$ cat src/rtl/irq_controller_pkg.sv
// irq_controller_pkg
//   Shared constants for the interrupt aggregator: Avalon-MM word addresses,
//   the CLAIM valid-bit position and a byte-enable expansion helper.
package irq_controller_pkg;

   localparam logic [2:0] ADDR_PENDING = 3'd0;
   localparam logic [2:0] ADDR_MASK    = 3'd1;
   localparam logic [2:0] ADDR_MODE    = 3'd2;
   localparam logic [2:0] ADDR_RAW     = 3'd3;
   localparam logic [2:0] ADDR_CLAIM   = 3'd4;
   localparam logic [2:0] ADDR_FORCE   = 3'd5;

   localparam int CLAIM_VALID_BIT = 31;

   // Expands a 4-bit byteenable into a 32-bit per-bit write mask.
   function automatic logic [31:0] byte_mask(input logic [3:0] be);
      logic [31:0] m;
      m = '0;
      for (int b = 0; b < 4; b++) begin
         m[b*8 +: 8] = {8{be[b]}};
      end
      return m;
   endfunction

endpackage

$ cat src/rtl/irq_input_stage.sv
// irq_input_stage
//   One interrupt source: SYNC_STAGES-deep synchronizer, a prev flop for
//   rising-edge detection, and the edge/level pending flag.
// Ports
//   clk, reset_n  clock, asynchronous active-low reset
//   irq_in        raw (possibly asynchronous) request line
//   edge_mode     1 = edge mode, 0 = level mode
//   force_set     FORCE write with a 1 in this bit (edge mode only)
//   w1c_clr       PENDING write with a 1 in this bit (edge mode only)
//   sync_level    synchronized input level
//   pending       pending flag
module irq_input_stage
   import irq_controller_pkg::*;
#(
   parameter int SYNC_STAGES = 2
) (
   input  logic clk,
   input  logic reset_n,
   input  logic irq_in,
   input  logic edge_mode,
   input  logic force_set,
   input  logic w1c_clr,
   output logic sync_level,
   output logic pending
);

   logic prev;
   logic rise;

   generate
      if (SYNC_STAGES == 0) begin : g_bypass
         assign sync_level = irq_in;
      end else begin : g_sync
         logic [SYNC_STAGES-1:0] sync_q;

         // NOTE: state is updated with non-blocking assignments so every flop
         // samples the pre-edge value of its neighbour, giving a true shift chain.
         always_ff @(posedge clk or negedge reset_n) begin
            if (!reset_n) begin
               sync_q <= '0;
            end else begin
               sync_q[0] <= irq_in;
               for (int i = 1; i < SYNC_STAGES; i++) begin
                  sync_q[i] <= sync_q[i-1];
               end
            end
         end

         assign sync_level = sync_q[SYNC_STAGES-1];
      end
   endgenerate

   assign rise = sync_level & ~prev;

   // prev tracks sync in both modes so a mode switch never fabricates an edge.
   always_ff @(posedge clk or negedge reset_n) begin
      if (!reset_n) begin
         prev    <= 1'b0;
         pending <= 1'b0;
      end else begin
         prev <= sync_level;
         if (edge_mode) begin
            // Clear first, then set: a same-cycle edge or FORCE wins over W1C.
            pending <= (pending & ~w1c_clr) | rise | force_set;
         end else begin
            pending <= sync_level;
         end
      end
   end

endmodule

$ cat src/rtl/irq_controller.sv
// irq_controller
//   Avalon-MM interrupt aggregator. Latches up to 32 sources as pending,
//   masks them, drives one registered CPU interrupt and reports the
//   lowest-numbered active source through the CLAIM register.
// Ports
//   clk, reset_n        clock, asynchronous active-low reset
//   avmms_address       word address (0 PENDING, 1 MASK, 2 MODE, 3 RAW,
//                       4 CLAIM, 5 FORCE, 6-7 reserved)
//   avmms_write         write strobe
//   avmms_writedata     write data
//   avmms_byteenable    byte lanes for writes
//   avmms_read          read strobe (no side effects)
//   avmms_readdata      registered read data, valid one cycle after address
//   irq_in              interrupt request lines, active-high
//   coe_irq             combined registered interrupt to the CPU
module irq_controller
   import irq_controller_pkg::*;
#(
   parameter int NUM_SOURCES = 8,
   parameter int SYNC_STAGES = 2
) (
   input  logic                   clk,
   input  logic                   reset_n,
   input  logic [2:0]             avmms_address,
   input  logic                   avmms_write,
   input  logic [31:0]            avmms_writedata,
   input  logic [3:0]             avmms_byteenable,
   input  logic                   avmms_read,
   output logic [31:0]            avmms_readdata,
   input  logic [NUM_SOURCES-1:0] irq_in,
   output logic                   coe_irq
);

   logic [NUM_SOURCES-1:0] mask_q;
   logic [NUM_SOURCES-1:0] mode_q;
   logic [NUM_SOURCES-1:0] raw;
   logic [NUM_SOURCES-1:0] pending;
   logic [NUM_SOURCES-1:0] active;
   logic [NUM_SOURCES-1:0] be_bits;
   logic [NUM_SOURCES-1:0] wr_bits;
   logic [NUM_SOURCES-1:0] w1c_clr;
   logic [NUM_SOURCES-1:0] force_set;
   logic [31:0]            be_bits32;
   logic [31:0]            rd_next;
   logic [4:0]             claim_idx;
   logic                   claim_valid;
   logic                   unused_bits;

   assign be_bits32 = byte_mask(avmms_byteenable);
   assign be_bits   = be_bits32[NUM_SOURCES-1:0];
   assign wr_bits   = avmms_writedata[NUM_SOURCES-1:0] & be_bits;

   assign w1c_clr   = (avmms_write && avmms_address == ADDR_PENDING) ? wr_bits : '0;
   assign force_set = (avmms_write && avmms_address == ADDR_FORCE)   ? wr_bits : '0;

   // Read strobe and bits above NUM_SOURCES have no function.
   assign unused_bits = ^{avmms_read, avmms_writedata, be_bits32};

   generate
      for (genvar s = 0; s < NUM_SOURCES; s++) begin : g_src
         irq_input_stage #(
            .SYNC_STAGES (SYNC_STAGES)
         ) u_stage (
            .clk        (clk),
            .reset_n    (reset_n),
            .irq_in     (irq_in[s]),
            .edge_mode  (mode_q[s]),
            .force_set  (force_set[s]),
            .w1c_clr    (w1c_clr[s]),
            .sync_level (raw[s]),
            .pending    (pending[s])
         );
      end
   endgenerate

   assign active      = pending & mask_q;
   assign claim_valid = |active;

   // Scanning downward leaves the lowest-numbered active index.
   always_comb begin
      // NOTE: claim_idx gets a default before the loop so no path leaves it
      // unassigned, which would otherwise infer a latch.
      claim_idx = '0;
      for (int i = NUM_SOURCES - 1; i >= 0; i--) begin
         if (active[i]) begin
            claim_idx = 5'(i);
         end
      end
   end

   always_comb begin
      rd_next = '0;
      case (avmms_address)
         ADDR_PENDING: rd_next = 32'(pending);
         ADDR_MASK:    rd_next = 32'(mask_q);
         ADDR_MODE:    rd_next = 32'(mode_q);
         ADDR_RAW:     rd_next = 32'(raw);
         ADDR_CLAIM: begin
            rd_next[CLAIM_VALID_BIT] = claim_valid;
            rd_next[4:0]             = claim_idx;
         end
         default:      rd_next = '0;
      endcase
   end

   always_ff @(posedge clk or negedge reset_n) begin
      if (!reset_n) begin
         mask_q         <= '0;
         mode_q         <= '0;
         coe_irq        <= 1'b0;
         avmms_readdata <= '0;
      end else begin
         if (avmms_write && avmms_address == ADDR_MASK) begin
            mask_q <= (mask_q & ~be_bits) | wr_bits;
         end
         if (avmms_write && avmms_address == ADDR_MODE) begin
            mode_q <= (mode_q & ~be_bits) | wr_bits;
         end
         coe_irq        <= claim_valid;
         avmms_readdata <= rd_next;
      end
   end

endmodule
$ cat config.mk
export PLATFORM = sky130hd
export DESIGN_NAME = irq_controller
export DESIGN_NICKNAME = d
export VERILOG_FILES = /design/src/rtl/irq_controller_pkg.sv /design/src/rtl/irq_input_stage.sv /design/src/rtl/irq_controller.sv
export SDC_FILE = /design/constraint.sdc
export NUM_CORES = 1
export LEC_CHECK = 0
export ABC_AREA = 1
export BUFFER_PORTS_ARGS = -buffer_cell sky130_fd_sc_hd__buf_2
export CAP_MARGIN = 20
export CELL_PAD_IN_SITES_DETAIL_PLACEMENT = 1
export CELL_PAD_IN_SITES_GLOBAL_PLACEMENT = 1
export CORE_UTILIZATION = 37
export DETAILED_ROUTE_END_ITERATION = 6
export GPL_ROUTABILITY_DRIVEN = 0
export PLACE_DENSITY_LB_ADDON = 0.1
export RECOVER_POWER = 100
export SYNTH_ARGS = -nofsm -noshare
export SYNTH_HDL_FRONTEND = slang
export SYNTH_HIERARCHICAL = 1
export SYNTH_SLANG_ARGS = --single-unit
$ cat constraint.sdc
create_clock -name clk -period 1.1 [get_ports clk]
set_input_delay 0 -clock clk [delete_from_list [all_inputs] [get_ports clk]]
set_output_delay 0 -clock clk [all_outputs]
set_load 0.01 [all_outputs]
* After elaboration in Yosys (flattened, before gate mapping)
Cells that the tools add are included.
Cells by class: add/subtract/negate cells 0, $mul 0, divide/modulo/power cells 0, order comparisons 0, eq/ne operators 5, shift-type cells 0, muxes and demuxes 21, bitwise logic cells 55, reduce and logical (&&, ||, !) cells 6
Operators with widths (count):
- 5-bit two-way mux | 7
- 8-bit AND | 4
- 5-bit case mux with 5 select lines | 1
- 1-bit AND | 16
- 8-bit two-way mux | 2
- 1-bit inverter | 16
- 1-bit bitwise OR | 16
- 8-bit bitwise OR | 2
- 3-bit case mux with 4 select lines | 1
- 1-bit two-way mux | 9
- 8-bit inverter | 1
- 8-bit OR reduction | 1
- 3-bit by 2-bit equality test with 1-bit output (second input constant) | 2
- 3-bit equality test (second input constant) | 2
- 1-bit logical AND | 4
- 3-bit by 1-bit equality test with 1-bit output (second input constant) | 1
- 3-bit zero test | 1
- 3-bit two-way mux | 1
Word-level totals: flip-flop bits (word level) 81, latch bits 0, RAM bits 0, ROM bits 0, output and inout port bits 33, memories 0

* Logic depth before layout (Yosys ltp)
Gate-level depths: netlist (run 1).
depth after elaboration 10, depth in mapped cells 10, mapped depth without buffers 10

* Modules after synthesis
Netlist (run 1), hierarchy kept.
By module, submodules not included:
- irq_controller | times used 1, cells an instance 203, area each 1579.0 um^2, seq. area each 650.6 um^2
- irq_input_stage | times used 8, cells an instance 12, area each 130.1 um^2, seq. area each 100.1 um^2

* Worst setup path before layout (run 1)
OpenSTA, ideal clock, no wires.
kind flip-flop to flip-flop, start register (tool-made name), end register avmms_readdata[2], arrival 0.840 ns, setup slack 0.125 ns, stages on the path, launching flop included 7, buffers on the path 0, period minus slack after synthesis 0.975 ns, path through dfrtp_1 nand2_1 nand2_1 nor2_1 nor2_1 nand2_1 nand4_1
RTL lines:
- end signal, assigned | line irq_controller.sv:120 | avmms_readdata <= rd_next;
- end, declared | line irq_controller.sv:29 | output logic [31:0] avmms_readdata,

* Worst setup path after layout (run 1)
start register g_src[7].u_stage.pending, end register avmms_readdata[0]
On the way: longest elaborated chain between the ends 10
Ends and longest elaborated chain:
- start, declared | line irq_input_stage.sv:24 | output logic pending
- start signal, assigned | line irq_input_stage.sv:64 | pending <= (pending & ~w1c_clr) | rise | force_set;
- start signal, assigned | line irq_input_stage.sv:66 | pending <= sync_level;
- 8-bit AND | line irq_controller.sv:76 | assign active = pending & mask_q;
- 3-bit two-way mux | line irq_controller.sv:85 | if (active[i]) begin
- 5-bit two-way mux (7 in a row) | line irq_controller.sv:85
- 5-bit case mux with 5 select lines | line irq_controller.sv:93 | case (avmms_address)
- via rd_next[0] | line irq_controller.sv:44 | logic [31:0] rd_next;
The timed path passes the listed nets, and every way through them passes these cells. A chain may end at the register's enable or synchronous reset.

==> results of run 1 <==
[worst min-delay path: cells and delay by family]
kind,cells,cell delay [ps]
simple gates,1,50
compound gates,1,60
buf+inv,3,330
[cell families (layout without fill, tap and decap cells)]
group,after synthesis,after routing,synth area share
compound gates,22,22,0.06590
buf+inv,61,124,0.1261
other cells,1,23,0.001431
flops,58,58,0.5540
simple gates,157,157,0.2526
[cell usage in the layout, fill, tap and decap left out]
cell type,Yosys,routed
sky130_fd_sc_hd__nand2_1,119,117
sky130_fd_sc_hd__nor3_1,17,17
sky130_fd_sc_hd__o21ai_2,16,9
sky130_fd_sc_hd__conb_1,1,23
sky130_fd_sc_hd__nor2_4,1,1
sky130_fd_sc_hd__nand3_1,1,1
sky130_fd_sc_hd__nand2_2,3,6
sky130_fd_sc_hd__buf_12,0,1
sky130_fd_sc_hd__nor2_1,6,4
sky130_fd_sc_hd__dlygate4sd3_1,0,17
sky130_fd_sc_hd__clkbuf_4,0,2
sky130_fd_sc_hd__inv_2,2,2
sky130_fd_sc_hd__clkbuf_8,0,9
sky130_fd_sc_hd__bufinv_16,0,2
sky130_fd_sc_hd__buf_2,0,32
sky130_fd_sc_hd__nand2_4,2,1
sky130_fd_sc_hd__nand4_1,8,8
sky130_fd_sc_hd__o21ai_0,2,9
sky130_fd_sc_hd__a22oi_1,1,1
sky130_fd_sc_hd__nor2_2,0,2
sky130_fd_sc_hd__a21oi_1,3,3
sky130_fd_sc_hd__clkinv_2,0,3
sky130_fd_sc_hd__inv_1,33,33
sky130_fd_sc_hd__buf_4,23,22
sky130_fd_sc_hd__clkinvlp_4,0,1
sky130_fd_sc_hd__dfrtp_1,58,58
[per-stage QoR]
stage | utilization | instances | worst slack, ps
2_1_floorplan | - | 321 | 124.7
3_3_place_gp | 0.4386 | 448 | 4.127
3_5_place_dp | 0.4386 | 448 | -37.13
4_1_cts | 0.4938 | 480 | 3.572
5_1_grt | 0.4888 | 480 | -52.45
6_report | 0.4888 | 480 | 74.16
[layout make-up]
cell class / instances / share of cell area
sequential: 58 / 0.4346
multi-input combinational: 202 / 0.2694
timing repair buffer: 74 / 0.1589
inverter: 35 / 0.03934
clock buffer: 9 / 0.03709
tap: 96 / 0.03597
clock inverter: 6 / 0.02473
[per-layer routing]
layer / vias up / share of wire / GRT usage
li1: 1039 / - / -
met1: 973 / 0.48 / 0.2340
met2: 43 / 0.47 / 0.3009
met3: 10 / 0.030 / 0.03754
met4: 0 / 0.021 / 0.09091
met5: - / 0 / 0
[what timing repair did]
| item | in CTS | in global routing |
|---|---|---|
| endpoints found under the setup margin | 0 | 3 |
| resized for setup | 0 | 6 |
| endpoints found under the hold margin | 82 | 0 |
| hold buffers | 17 | 0 |
[power by group through the flow]
stage               clock network, mW  registers [mW]  logic, mW
floorplan                           0            2.60      0.547
global placement                    0            2.59      0.920
detailed placement                  0            2.59      0.942
CTS                              2.17            2.56      0.995
global route                     2.26            2.60       1.09
finish                           2.10            2.56      0.956
[worst paths after layout]
| path | endpoint | depth (start not counted) | startpoint |
|---|---|---|---|
| worst min-delay path | avmms_readdata[31] | 5 | avmms_address[1] |
| worst min register to register | g_src[7].u_stage/g_sync.sync_q[1] | 0 | g_src[7].u_stage/g_sync.sync_q[0] |
| worst max register to register | avmms_readdata[0] | 10 | g_src[7].u_stage/pending |
| worst max-delay path | avmms_readdata[0] | 10 | g_src[7].u_stage/pending |
| max in group asynchronous | asynchronous set/reset pin | 3 | reset_n |
| min in group asynchronous | g_src[0].u_stage/prev | 3 | reset_n |
==> metrics.md, run 1 <==
| Metric | Value |
|---|---|
| Result of the run | completed |
| Number of enable-type register cells in the synthesized netlist | 0 |
| Remaining number of nets flagged by the antenna check after routing | 0 |
| I/O pin total | 84 |
| Final Total Pwr | 5.616 mW |
| Number of distinct library cell variants in the gate-level netlist after synthesis | 19 |
| Buf+Inv Stages, Crit Path | 1 |
| Cell internal power dissipation | 4.074 mW |
| Synthesized instance count | 299 |
| Gr usage total | 0.1847 |
| Async set-reset flop share out of synthesis | 1.000 |
| Most frequent cells after synthesis | 119 x sky130_fd_sc_hd__nand2_1, 58 x sky130_fd_sc_hd__dfrtp_1, 33 x sky130_fd_sc_hd__inv_1 |
| Top area cells in the synthesized netlist | sky130_fd_sc_hd__dfrtp_1 55%, sky130_fd_sc_hd__nand2_1 17%, sky130_fd_sc_hd__buf_4 6.6%, sky130_fd_sc_hd__o21ai_2 5.3%, sky130_fd_sc_hd__inv_1 4.7% |
| Clock tree from TritonCTS | yes |
| Area enclosed by the die boundary | 7422 µm² |
| Die Span X | 86.15 µm |
| Slowest stage cell, crit path | sky130_fd_sc_hd__dfrtp_1 |
| Number of maximum-capacitance constraint violations | 0 |
| Aggregate routed wire length | 6035 µm |
| Post-route standard cell area excluding fillers | 3339 µm² |
| Nets@finish | 431 |
| Post-CTS setup buffers | 0 |
| Pwr dens | 1682 nW/µm² |
| CP Data Required Time | 1330 ps |
| Initial antenna violation count | 0 |
| List of cells traversed by the critical path | nand2_2 -> inv_1 -> nand2_1 -> nand2_1 -> nand2_1 -> nand2_1 -> nand2_1 -> nand2_1 -> nand2_1 -> nand2_1 |
| Buffers on Ports | 32 |
| Drc violations | 0 |
| Cell with the most instances on the worst path | sky130_fd_sc_hd__nand2_1 |
| Insertion delay to the later sink of the worst-skew pair | 330 ps |
| Highest attainable clock frequency | 974.8 MHz |
| Kind of start point of the critical path | flip-flop |
| Buffer depth of the longest clock path | 2 |
| Largest fanout of any net on the critical path | 3 |
| Relative area change from synthesis to final layout | 27.46% |
| Kind of cell adding the most delay to the critical path | simple AND/OR/NAND/NOR gates |
| Most common flop cell mapped by yosys | sky130_fd_sc_hd__dfrtp_1 |
| Yosys top cell area share | 0.5540 |
| Synth area leader | sky130_fd_sc_hd__dfrtp_1 |
| Top-count cell post-synth | sky130_fd_sc_hd__nand2_1 |
| Worst path max stage delay | 400 ps |
| Clock slew at reported path FFs | 70 ps |
| DRC violation total after the first TritonRoute iteration | 87 |
| Worst-margin pin slew | 788.6 ps |
| Vias | 2065 |
| Final worst clock skew | 5.895 ps |
| Category of the critical setup timing path | flip-flop to flip-flop |
| Drt pass-1 iters | 4 |
| Wire length of the first global-routing pass | 10090 µm |
| Number of placement rows | 30 |
| Die Y-Extent | 86.15 µm |
| Post-route worst hold slack | 145.6 ps |
| RSZ-0062 raised after global routing | yes |
| Root Buffer Master | sky130_fd_sc_hd__clkbuf_8 |
| Combined area of all synthesized cells | 2620 µm² |
| Footprint of the flip-flops and latches | 1451 µm² |
| Number of buffers inserted during clock tree synthesis | 9 |
| Total placed instance area | 2997 µm² |
| Period utilisation layout | 0.9326 |
| Number of failing setup endpoints in the final timing report | 0 |
| Antenna cells | 0 |
| Switch share | 0.2745 |
| Arrival time at the worst endpoint | 1250 ps |
| Yosys Warn Count | 6 |
| Pleak | 1.745 nW |
| Number of global-route vias before repair | 2118 |
| Flip-flop and latch count after synthesis | 58 |
| Worst Setup End Kind | flip-flop |
| Logic gate share of total power | 0.170 |
| Final slew viol count | 0 |
| Core region area | 6832 µm² |
| Hold crit path type | input pin to flip-flop |
| Number of H-tree branching levels | 3 |
| Area of the multi-input gates | 899.6 µm² |
| Largest net degree at the start of global routing | 59 |
| Gr ovfl total | 0 |
| Sequential power share | 0.455 |
| Portion of total power attributed to the clock network | 0.375 |
| Final-layout fill cell count | 839 |
| Count of clock tree sinks | 58 |
| Fraction of layout instances using a drive strength above 1 | 0.2422 |
| Max IR drop VDD | 0.6459 mV |
| Reg2reg setup slack | 70 ps |
| HPWL Detailed | 3996 µm |
| Average instance area after synthesis | 8.763 µm² |
| Final hold violation count | 0 |
| Vias/cell | 4.302 |
| Worst-case headroom to the max-slew limit | 0.4743 |
| Post-detailed-route wirelength per cell | 12.57 µm |
| Sequential cell area fraction in the yosys report | 0.5540 |
| Final period demand of the worst path | 1026 ps |
| Total net switching power | 1.542 mW |
| Initial standard-cell utilization of the core | 0.3835 |
| Total Negative Setup Slacks | 0 ps |
Note: power is estimated with default switching activity, not from simulation.
==> run 2, diff against run 1 <==
--- a/config.mk
+++ b/config.mk
@@ -13,6 +13,7 @@
 export CORE_UTILIZATION = 37
 export DETAILED_ROUTE_END_ITERATION = 6
 export GPL_ROUTABILITY_DRIVEN = 0
+export GPL_TIMING_DRIVEN = 1
 export PLACE_DENSITY_LB_ADDON = 0.1
 export RECOVER_POWER = 100
 export SYNTH_ARGS = -nofsm -noshare
==> constraint.sdc (replaced) <==
create_clock -name clk -period 1 [get_ports clk]
set_input_delay 0 -clock clk [delete_from_list [all_inputs] [get_ports clk]]
set_output_delay 0 -clock clk [all_outputs]
set_load 0.01 [all_outputs]
==> run 2 against run 1 <==
- the run now ends with setup timing left
- maximum frequency down 2.7%
- sequential power increased by 9.8%
- wire length up 7.1%
- flip-flop and latch count did not move
- global-route usage increased by 1.3 points
- combinational power rose by 23%
- critical path depth is the same
- setup slack lost 130 ps
- largest power group unchanged
- highest routed layer unchanged
==> metrics.md, run 2 (same netlist as run 1, synthesis figures left out) <==
| Metric | Value |
|---|---|
| Vias | 2153 (+4.3%) |
| Worst hold path depth | 5 (unchanged) |
| Buffer depth of the longest clock path | 2 (unchanged) |
| Die Y-Extent | 86.15 µm (unchanged) |
| Category of the critical setup timing path | flip-flop to flip-flop |
| Area enclosed by the die boundary | 7422 µm² (unchanged) |
| Worst Setup End Kind | flip-flop |
| Post-route worst hold slack | 129.7 ps (-15.87 ps) |
| Number of H-tree branching levels | 3 (unchanged) |
| Period utilisation layout | 1.054 (+0.1214) |
| Aggregate routed wire length | 6464 µm (+7.1%) |
| Remaining number of nets flagged by the antenna check after routing | 0 (unchanged) |
| Initial standard-cell utilization of the core | 0.3835 (unchanged) |
| Largest fanout of any net on the critical path | 3 (unchanged) |
| Number of global-route vias before repair | 2219 (+4.8%) |
| Kind of start point of the critical path | flip-flop |
| Result of the run | finished, violations left |
| Largest net degree at the start of global routing | 59 (unchanged) |
| Gr ovfl total | 0 (unchanged) |
| Drt pass-1 iters | 4 (unchanged) |
| Arrival time at the worst endpoint | 1290 ps (+40 ps) |
| Reg2reg path depth | 10 (unchanged) |
| Total Negative Setup Slacks | -99.83 ps (-99.83 ps) |
| Final slew viol count | 0 (unchanged) |
| RSZ-0062 raised after global routing | yes |
| Drc violations | 0 (unchanged) |
| DRC violation total after the first TritonRoute iteration | 111 (+28%) |
| Nets@finish | 439 (+1.9%) |
| Final-layout fill cell count | 871 (+3.8%) |
| Count of clock tree sinks | 58 (unchanged) |
| Die Span X | 86.15 µm (unchanged) |
| Number of failing setup endpoints in the final timing report | 2 (+2) |
| Wire length of the first global-routing pass | 10650 µm (+5.6%) |
| Final hold violation count | 0 (unchanged) |
| Number of buffers inserted during clock tree synthesis | 9 (unchanged) |
| Clock tree from TritonCTS | yes |
| Final worst clock skew | 6.827 ps (+0.9315 ps) |
| Worst-margin pin slew | 547.6 ps (-241.0 ps) |
| Hold crit path type | input pin to flip-flop |
| Max IR drop VDD | 0.8372 mV (+30%) |
| Core region area | 6832 µm² (unchanged) |
| Gr usage total | 0.1979 (+0.01323) |
| List of cells traversed by the critical path | nand2_2 -> inv_1 -> nand2_1 -> nand2_1 -> nand2_1 -> nand2_1 -> nand2_1 -> nand2_1 -> nand2_1 -> nand2_1 |
| Area of the multi-input gates | 970.9 µm² (+7.9%) |
| Footprint of the flip-flops and latches | 1451 µm² (unchanged) |
| Post-detailed-route wirelength per cell | 13.22 µm (+5.1%) |
| Insertion delay to the later sink of the worst-skew pair | 340 ps (about the same) |
| Cell with the most instances on the worst path | sky130_fd_sc_hd__nand2_1 |
| Number of placement rows | 30 (unchanged) |
| Pwr dens | 1876 nW/µm² (+12%) |
| Pleak | 1.808 nW (+3.7%) |
| Most common cell after layout, fill and taps aside | sky130_fd_sc_hd__nand2_1 |
| Number of maximum-capacitance constraint violations | 0 (unchanged) |
| Worst-case headroom to the max-slew limit | 0.6349 (+0.1607) |
| HPWL Detailed | 4307 µm (+7.8%) |
| Clock slew at reported path FFs | 70 ps (about the same) |
| Failing checks | setup timing |
| I/O pin total | 84 (unchanged) |
| Relative area change from synthesis to final layout | 33.57% |
| Post-place setup slack | -219.6 ps (-182.4 ps) |
| Slowest stage cell, crit path | sky130_fd_sc_hd__dfrtp_1 |
| Initial antenna violation count | 0 (unchanged) |
| Final period demand of the worst path | 1054 ps (+28.14 ps) |
| CP Data Required Time | 1240 ps (-90 ps) |
| Buffers on Ports | 32 (unchanged) |
| Vias/cell | 4.403 (+2.3%) |
| Worst path max stage delay | 390 ps (about the same) |
| Fraction of layout instances using a drive strength above 1 | 0.2952 (+0.05298) |
| Least setup slack across all paths after layout | -53.98 ps (-128.1 ps) |
| Highest attainable clock frequency | 948.8 MHz (-2.7%) |
| Antenna cells | 0 (unchanged) |
| Root Buffer Master | sky130_fd_sc_hd__clkbuf_8 |
| Leading cell types in the layout, fill and taps excluded | 112 x sky130_fd_sc_hd__nand2_1, 58 x sky130_fd_sc_hd__dfrtp_1, 30 x sky130_fd_sc_hd__inv_1, 30 x sky130_fd_sc_hd__buf_2, 26 x sky130_fd_sc_hd__buf_4 |
## run 2: stage by stage
step / power (mW) / instances / instance area, µm² / utilization
global placement: 3.902 / 453 / 3034 / 0.4441
CTS: 6.615 / 486 / 3456 / 0.5059
floorplan: 3.460 / 321 / 2703 / -
global route: 6.933 / 489 / 3500 / 0.5123
finish: 6.566 / 489 / 3500 / 0.5123
detailed placement: 3.944 / 453 / 3034 / 0.4441
## run 2: what timing repair did
action                                 in CTS  in global routing
pin swaps                                   1                  6
endpoints found under the hold margin      82                  0
hold buffers                               17                  0
buffers inserted                            0                  3
setup endpoints to repair                   5                 12
resized for setup                           6                 19
## run 2: path summary, 6_finish.rpt
kind	from	end	slack [ps]
worst max-delay path	flip-flop	avmms_readdata[0]	-50
worst min-delay path	avmms_address[0]	avmms_readdata[31]	130
worst max register to register	flip-flop	avmms_readdata[0]	-50
worst min register to register	g_src[7].u_stage/g_sync.sync_q[0]	g_src[7].u_stage/g_sync.sync_q[1]	350
max in group asynchronous	reset_n	g_src[2].u_stage/pending	330
min in group asynchronous	reset_n	avmms_readdata[7]	260
## run 2: final cells by class
type                    instances  share of cell area
clock buffers                  12             0.04719
clock inverters                 4             0.02074
inverters                      35             0.03754
multi-input cells             202              0.2774
flip-flops and latches         58              0.4147
well taps                      96             0.03432
repair buffers                 82              0.1680
## run 2: per-layer routing
metal | vias to the layer above | track usage | part of all wire
met5 | - | 0 | 0
li1 | 1056 | - | -
met3 | 16 | 0.04427 | 0.033
met1 | 1037 | 0.2489 | 0.46
met4 | 0 | 0.1076 | 0.026
met2 | 44 | 0.3167 | 0.48
## run 2: worst max-delay path, delay by kind of cell, from the launching register on
family | cells | cell delay [ps]
buffers and inverters | 1 | 40
flip-flops | 1 | 390
AND/OR/NAND/NOR | 9 | 520
## run 2: power by group
group          leakage [nW]  total, mW  internal, mW  switching (mW)
Combinational         0.984       1.18         0.541           0.643
Clock                 0.119       2.57          1.60           0.970
Sequential            0.706       2.81          2.63           0.179
